## config.mk

```make
export PLATFORM = sky130hd
export DESIGN_NAME = tl_get_arbiter
export DESIGN_NICKNAME = d
export VERILOG_FILES = /design/src/rtl/tl_get_arbiter.sv
export SDC_FILE = /design/constraint.sdc
export NUM_CORES = 1
export LEC_CHECK = 0
export ABC_AREA = 1
export CORE_AREA = 2 2 75 130
export CTS_BUF_LIST = sky130_fd_sc_hd__clkbuf_4 sky130_fd_sc_hd__clkbuf_8
export DETAILED_ROUTE_END_ITERATION = 16
export DIE_AREA = 0 0 77 132
export GPL_ROUTABILITY_DRIVEN = 0
export GPL_TIMING_DRIVEN = 0
export PLACE_DENSITY = 0.91
export SYNTH_ARGS = -nofsm -noshare
export SYNTH_HDL_FRONTEND = slang
export SYNTH_SLANG_ARGS = --single-unit
export TNS_END_PERCENT = 20
```

## constraint.sdc

```tcl
create_clock -name clk_i -period 2.5 [get_ports clk_i]
set_input_delay 0.5 -clock clk_i [delete_from_list [all_inputs] [get_ports clk_i]]
set_output_delay 0.5 -clock clk_i [all_outputs]
set_load 0.005 [all_outputs]
```

## src/rtl/tl_get_arbiter.sv

```systemverilog
// Round-robin arbiter sharing one TileLink-UL master port (A/D) among N read requesters.
// Full-word Get only, one transaction in flight. Define TL_ARB_TIMEOUT_EN for the D-channel watchdog.
module tl_get_arbiter #(
    parameter int unsigned N       = 2,
    parameter int unsigned W       = 4,
    parameter int unsigned A       = 32,
    parameter int unsigned Z       = 32,
    parameter int unsigned O       = 1,
    parameter int unsigned TIMEOUT = 255
) (
    input  logic             clk_i,
    input  logic             reset_i,
    input  logic [N-1:0]     req_valid_i,
    output logic [N-1:0]     req_ready_o,
    input  logic [N*A-1:0]   req_addr_i,
    output logic [N-1:0]     rsp_valid_o,
    output logic [8*W-1:0]   rsp_data_o,
    output logic             rsp_error_o,
    output logic [2:0]       a_opcode_o,
    output logic [2:0]       a_param_o,
    output logic [Z-1:0]     a_size_o,
    output logic [O-1:0]     a_source_o,
    output logic [A-1:0]     a_address_o,
    output logic [W-1:0]     a_mask_o,
    output logic             a_valid_o,
    input  logic             a_ready_i,
    input  logic [2:0]       d_opcode_i,
    input  logic [O-1:0]     d_source_i,
    input  logic [8*W-1:0]   d_data_i,
    input  logic             d_error_i,
    input  logic             d_valid_i,
    output logic             d_ready_o
);
    localparam int unsigned PW = (N > 1) ? $clog2(N) : 1;

    typedef enum logic [1:0] {StIdle, StASend, StDWait} state_e;

    state_e           r_state;
    logic [PW-1:0]    r_rr_ptr;
    logic [PW-1:0]    r_grant;
    logic [A-1:0]     r_addr;
    logic [O-1:0]     r_source;
    logic             r_a_valid;
    logic [N-1:0]     r_rsp_valid;
    logic [8*W-1:0]   r_rsp_data;
    logic             r_rsp_error;

    logic             w_grant_vld;
    logic [PW-1:0]    w_grant_idx;
    logic [A-1:0]     w_grant_addr;
    logic             w_accept;
    logic             w_d_match;
    logic             w_timeout;
    logic [N-1:0]     w_grant_onehot;

    // Round-robin scan starting just after the last served requester.
    always_comb begin
        logic [PW:0] v_idx;
        w_grant_vld = 1'b0;
        w_grant_idx = '0;
        v_idx       = '0;
        for (int i = 1; i <= int'(N); i++) begin
            v_idx = {1'b0, r_rr_ptr} + (PW+1)'(i);
            if (v_idx >= (PW+1)'(N)) begin
                v_idx = v_idx - (PW+1)'(N);
            end
            if (!w_grant_vld && req_valid_i[v_idx[PW-1:0]]) begin
                w_grant_vld = 1'b1;
                w_grant_idx = v_idx[PW-1:0];
            end
        end
    end

    always_comb begin
        w_grant_addr = '0;
        for (int k = 0; k < int'(N); k++) begin
            if (PW'(k) == w_grant_idx) begin
                w_grant_addr = req_addr_i[k*A +: A];
            end
        end
    end

    // A response pulse blocks the grant for one cycle so the requester sees it first.
    assign w_accept       = (r_state == StIdle) && !reset_i && !(|r_rsp_valid) && w_grant_vld;
    assign req_ready_o    = w_accept ? (N'(1) << w_grant_idx) : '0;
    assign w_d_match      = d_valid_i && (d_source_i == r_source);
    assign w_grant_onehot = N'(1) << r_grant;

`ifdef TL_ARB_TIMEOUT_EN
    localparam int unsigned CntW   = ($clog2(TIMEOUT + 1) > 8) ? $clog2(TIMEOUT + 1) : 8;
    // Fire point chosen so the error pulse lands TIMEOUT cycles after the A handshake.
    localparam int unsigned FireAt = (TIMEOUT >= 2) ? TIMEOUT - 2 : 0;

    logic [CntW-1:0] r_cnt;

    always_ff @(posedge clk_i) begin
        if (reset_i) begin
            r_cnt <= '0;
        end else if (r_state != StDWait) begin
            r_cnt <= '0;
        end else begin
            r_cnt <= r_cnt + CntW'(1);
        end
    end

    assign w_timeout = (r_state == StDWait) && (r_cnt == CntW'(FireAt));
`else
    assign w_timeout = 1'b0;
`endif

    always_ff @(posedge clk_i) begin
        if (reset_i) begin
            r_state     <= StIdle;
            r_rr_ptr    <= PW'(N - 1);
            r_grant     <= '0;
            r_addr      <= '0;
            r_source    <= '0;
            r_a_valid   <= 1'b0;
            r_rsp_valid <= '0;
            r_rsp_data  <= '0;
            r_rsp_error <= 1'b0;
        end else begin
            r_rsp_valid <= '0;
            unique case (r_state)
                StIdle: begin
                    if (w_accept) begin
                        r_grant   <= w_grant_idx;
                        r_addr    <= w_grant_addr;
                        r_source  <= O'(w_grant_idx);
                        r_a_valid <= 1'b1;
                        r_state   <= StASend;
                    end
                end
                StASend: begin
                    if (a_ready_i) begin
                        r_a_valid <= 1'b0;
                        r_state   <= StDWait;
                    end
                end
                StDWait: begin
                    // A matching beat takes priority over a simultaneous timeout.
                    if (w_d_match) begin
                        r_rsp_valid <= w_grant_onehot;
                        r_rsp_data  <= d_data_i;
                        r_rsp_error <= d_error_i | (d_opcode_i != 3'd1);
                        r_rr_ptr    <= r_grant;
                        r_state     <= StIdle;
                    end else if (w_timeout) begin
                        r_rsp_valid <= w_grant_onehot;
                        r_rsp_data  <= '0;
                        r_rsp_error <= 1'b1;
                        r_rr_ptr    <= r_grant;
                        r_state     <= StIdle;
                    end
                end
                default: r_state <= StIdle;
            endcase
        end
    end

    assign rsp_valid_o = r_rsp_valid;
    assign rsp_data_o  = r_rsp_data;
    assign rsp_error_o = r_rsp_error;
    assign a_opcode_o  = 3'd4;
    assign a_param_o   = 3'd0;
    assign a_size_o    = Z'($clog2(W));
    assign a_source_o  = r_source;
    assign a_address_o = r_addr;
    assign a_mask_o    = '1;
    assign a_valid_o   = r_a_valid;
    // D beats are always sunk; unsolicited or foreign-source beats are simply ignored.
    assign d_ready_o   = !reset_i;

endmodule

```

==> flow_metrics.tcl <==
set metrics [dict create \
    cts_max_level 3 \
    clk_pin_slew_ns 0.07 \
    rows 46 \
    core_sq_mm 0.00909 \
    crit_type "primary input to output port" \
    setup_viol 0 \
    synth_cells 489 \
    routed_wl_um 11800 \
    fin_crit_ns 2.20 \
    worstPathRequired_ns 2.00 \
    hold_buffers 0 \
    drive_gt1_frac 0.221 \
    final_cell_count_no_fill 841 \
    cp-start-kind "primary input" \
    routed_via_density 4.80 \
    cts_tree "built" \
    cts.sinks 72 \
    hold_path_class "primary input to flop" \
    dieWidth_um 77 \
    overflow 0 \
    clk_path_buf_depth 2 \
    track_usage 0.228 \
    leakage_nw 2.65 \
    hpwl_um 9450 \
    ys_types 23 \
    ir_drop_mv 0.256 \
    multiInputGateArea_sq_mm 0.00188 \
    yosys_warnings 0 \
    worstPathArrival_ns 1.70 \
    maxCapViolations 0 \
    cp_max_fo 10 \
    clk_latency_ns 0.35 \
    wl_per_cell_um 14.1 \
    grt_pass1_wl_um 18700 \
    grt_max_degree 17 \
    fmax_ghz 0.454 \
    die_h_um 132 \
    synth-seq-cells 72 \
    worst_hold_slack_ns 0.381 \
    cts_buffers 9 \
    outcome "complete, no violations" \
    seq_area_sq_mm 0.00144 \
    diodes 0 \
    synth_area_sq_mm 0.00372 \
    slew_headroom 0.535 \
    area_delta_synth_final_pct 61.1 \
    powerDensity_mw_per_mm2 451 \
    grt_antenna_before_repair 0 \
    final-hold-violation-count 0 \
    fillers 752 \
    antenna_left 0 \
    setup_ws_ns 0.297 \
    die-area_sq_mm 0.0102 \
    dp_slack_ns -0.278 \
    start_util 0.409 \
    design_power_total_w 0.00270 \
    clock-root-buffer "clkbuf_8" \
    drt-initial-drc-count 114 \
    yosysSeqAreaShare 0.388 \
    final_util 0.659 \
    nets 826 \
    tightest_slew_ns 0.697 \
    vias 4039 \
    finalCritPeriodShare 0.881 \
    ios 221 \
    port_buffers 176 \
    fin_skew_ns 0.00473 \
    endpoint_kind "output port" \
    grt_setup_unrepaired "no" \
    dr.pass1.iters 4 \
    place_inst 825 \
    grt_pass1_vias 3969 \
    drc 0 \
    avgSynthCellArea_sq_um 7.60 \
    drv_slew 0 \
]
-- power by group --
part,switching (W),total [W],internal [W],leakage (nW)
registers,0.0000279,0.00122,0.00119,0.585
logic,0.000304,0.000679,0.000375,1.97
clock network,0.000396,0.000803,0.000407,0.0876
total,0.000727,0.00270,0.00197,2.65
-- worst max-delay path: stages --
cell,delay [ns]
buf_6,0.13
inv_2,0.11
clkbuf_1,0.36
clkdlybuf4s50_1,0.60
-- layout by cell type (no fill, tap or decap), types with 5 or more instances in the layout --
| cell type | instances |
|---|---|
| a21oi_1 | 5 |
| a21oi_2 | 30 |
| buf_2 | 16 |
| buf_4 | 47 |
| clkbuf_1 | 11 |
| clkbuf_8 | 11 |
| clkdlybuf4s50_1 | 175 |
| conb_1 | 42 |
| dfxtp_1 | 72 |
| inv_2 | 5 |
| nand2_1 | 137 |
| nand2_2 | 34 |
| nand3_1 | 69 |
| nand4_1 | 33 |
| nor2_1 | 7 |
-- state kept, by name, summed over array words and instances (netlist names) --
signal / count
a_source_o: 1
a_valid_o: 1
rsp_data_o: 32
rsp_error_o: 1
rsp_valid_o: 2
a_address_o: 32
r_rr_ptr: 1
r_state: 2
-- per-stage QoR --
stage	cell area [sq um]	setup TNS [ns]
after detailed placement	5780	-0.498
final	5990	0
after global placement	5780	-0.524
after global routing	5990	0
after floorplan	3870	0
after CTS	5980	0
-- cell families after synthesis --
group                  share of synthesized area
AOI/OAI and AO/OA                         0.0801
and+or+nand+nor                            0.377
buffers and inverters                      0.153
DFF                                        0.388
other                                    0.00202
-- layer usage --
metal | track usage | wire [um] | up-vias
li1 | - | - | 1978
met5 | 0 | 0 | -
met1 | 0.215 | 4010 | 1824
met4 | 0.117 | 359 | 0
met2 | 0.451 | 6660 | 211
met3 | 0.0452 | 799 | 26
-- worst paths after layout --
kind,startpoint,endpoint,slack [ns],depth (start not counted)
setup / recovery,reset_i,d_ready_o,0.30,4
hold / removal,reset_i,a_address_o[28],0.38,2
setup reg to reg,r_rr_ptr,a_address_o[16],1.02,8
hold reg to reg,rsp_data_o[27],rsp_data_o[27],0.47,2
-- what timing repair did --
item / CTS / global route
pin swaps: 3 / 0
endpoints found under the setup margin: 2 / 2
buffers inserted: 4 / 0
gates cloned: 1 / 0
resized for setup: 4 / 2
-- synthesized netlist by cell type --
cell      number  area (sq um)
a21oi_1        5          25.0
a21oi_2       30           263
buf_1          2          7.51
buf_12         3          60.1
buf_2         18          90.1
buf_4         43           323
buf_6          1          11.3
clkbuf_1      11          41.3
conb_1         2          7.51
dfxtp_1       72          1440
inv_1          4          15.0
inv_2          5          18.8
nand2_1      139           522
nand2_2       33           206
nand2_4        2          22.5
nand3_1       69           345
nand3b_1       2          15.0
nand4_1       33           206
nor2_1         8          30.0
nor2_2         2          12.5
nor2_4         2          22.5
nor2_8         1          20.0
o21ai_0        2          10.0
-- area by class of cell --
cell class                      instances  area share
Tap cell                              120      0.0251
Sequential cell                        72       0.241
Buffer                                 76      0.0873
Timing Repair Buffer                  180       0.300
Multi-Input combinational cell        371       0.314
Inverter                                9     0.00564
Clock buffer                           12      0.0265
Clock inverter                          1    0.000836
(Power assumes the default switching activity.)
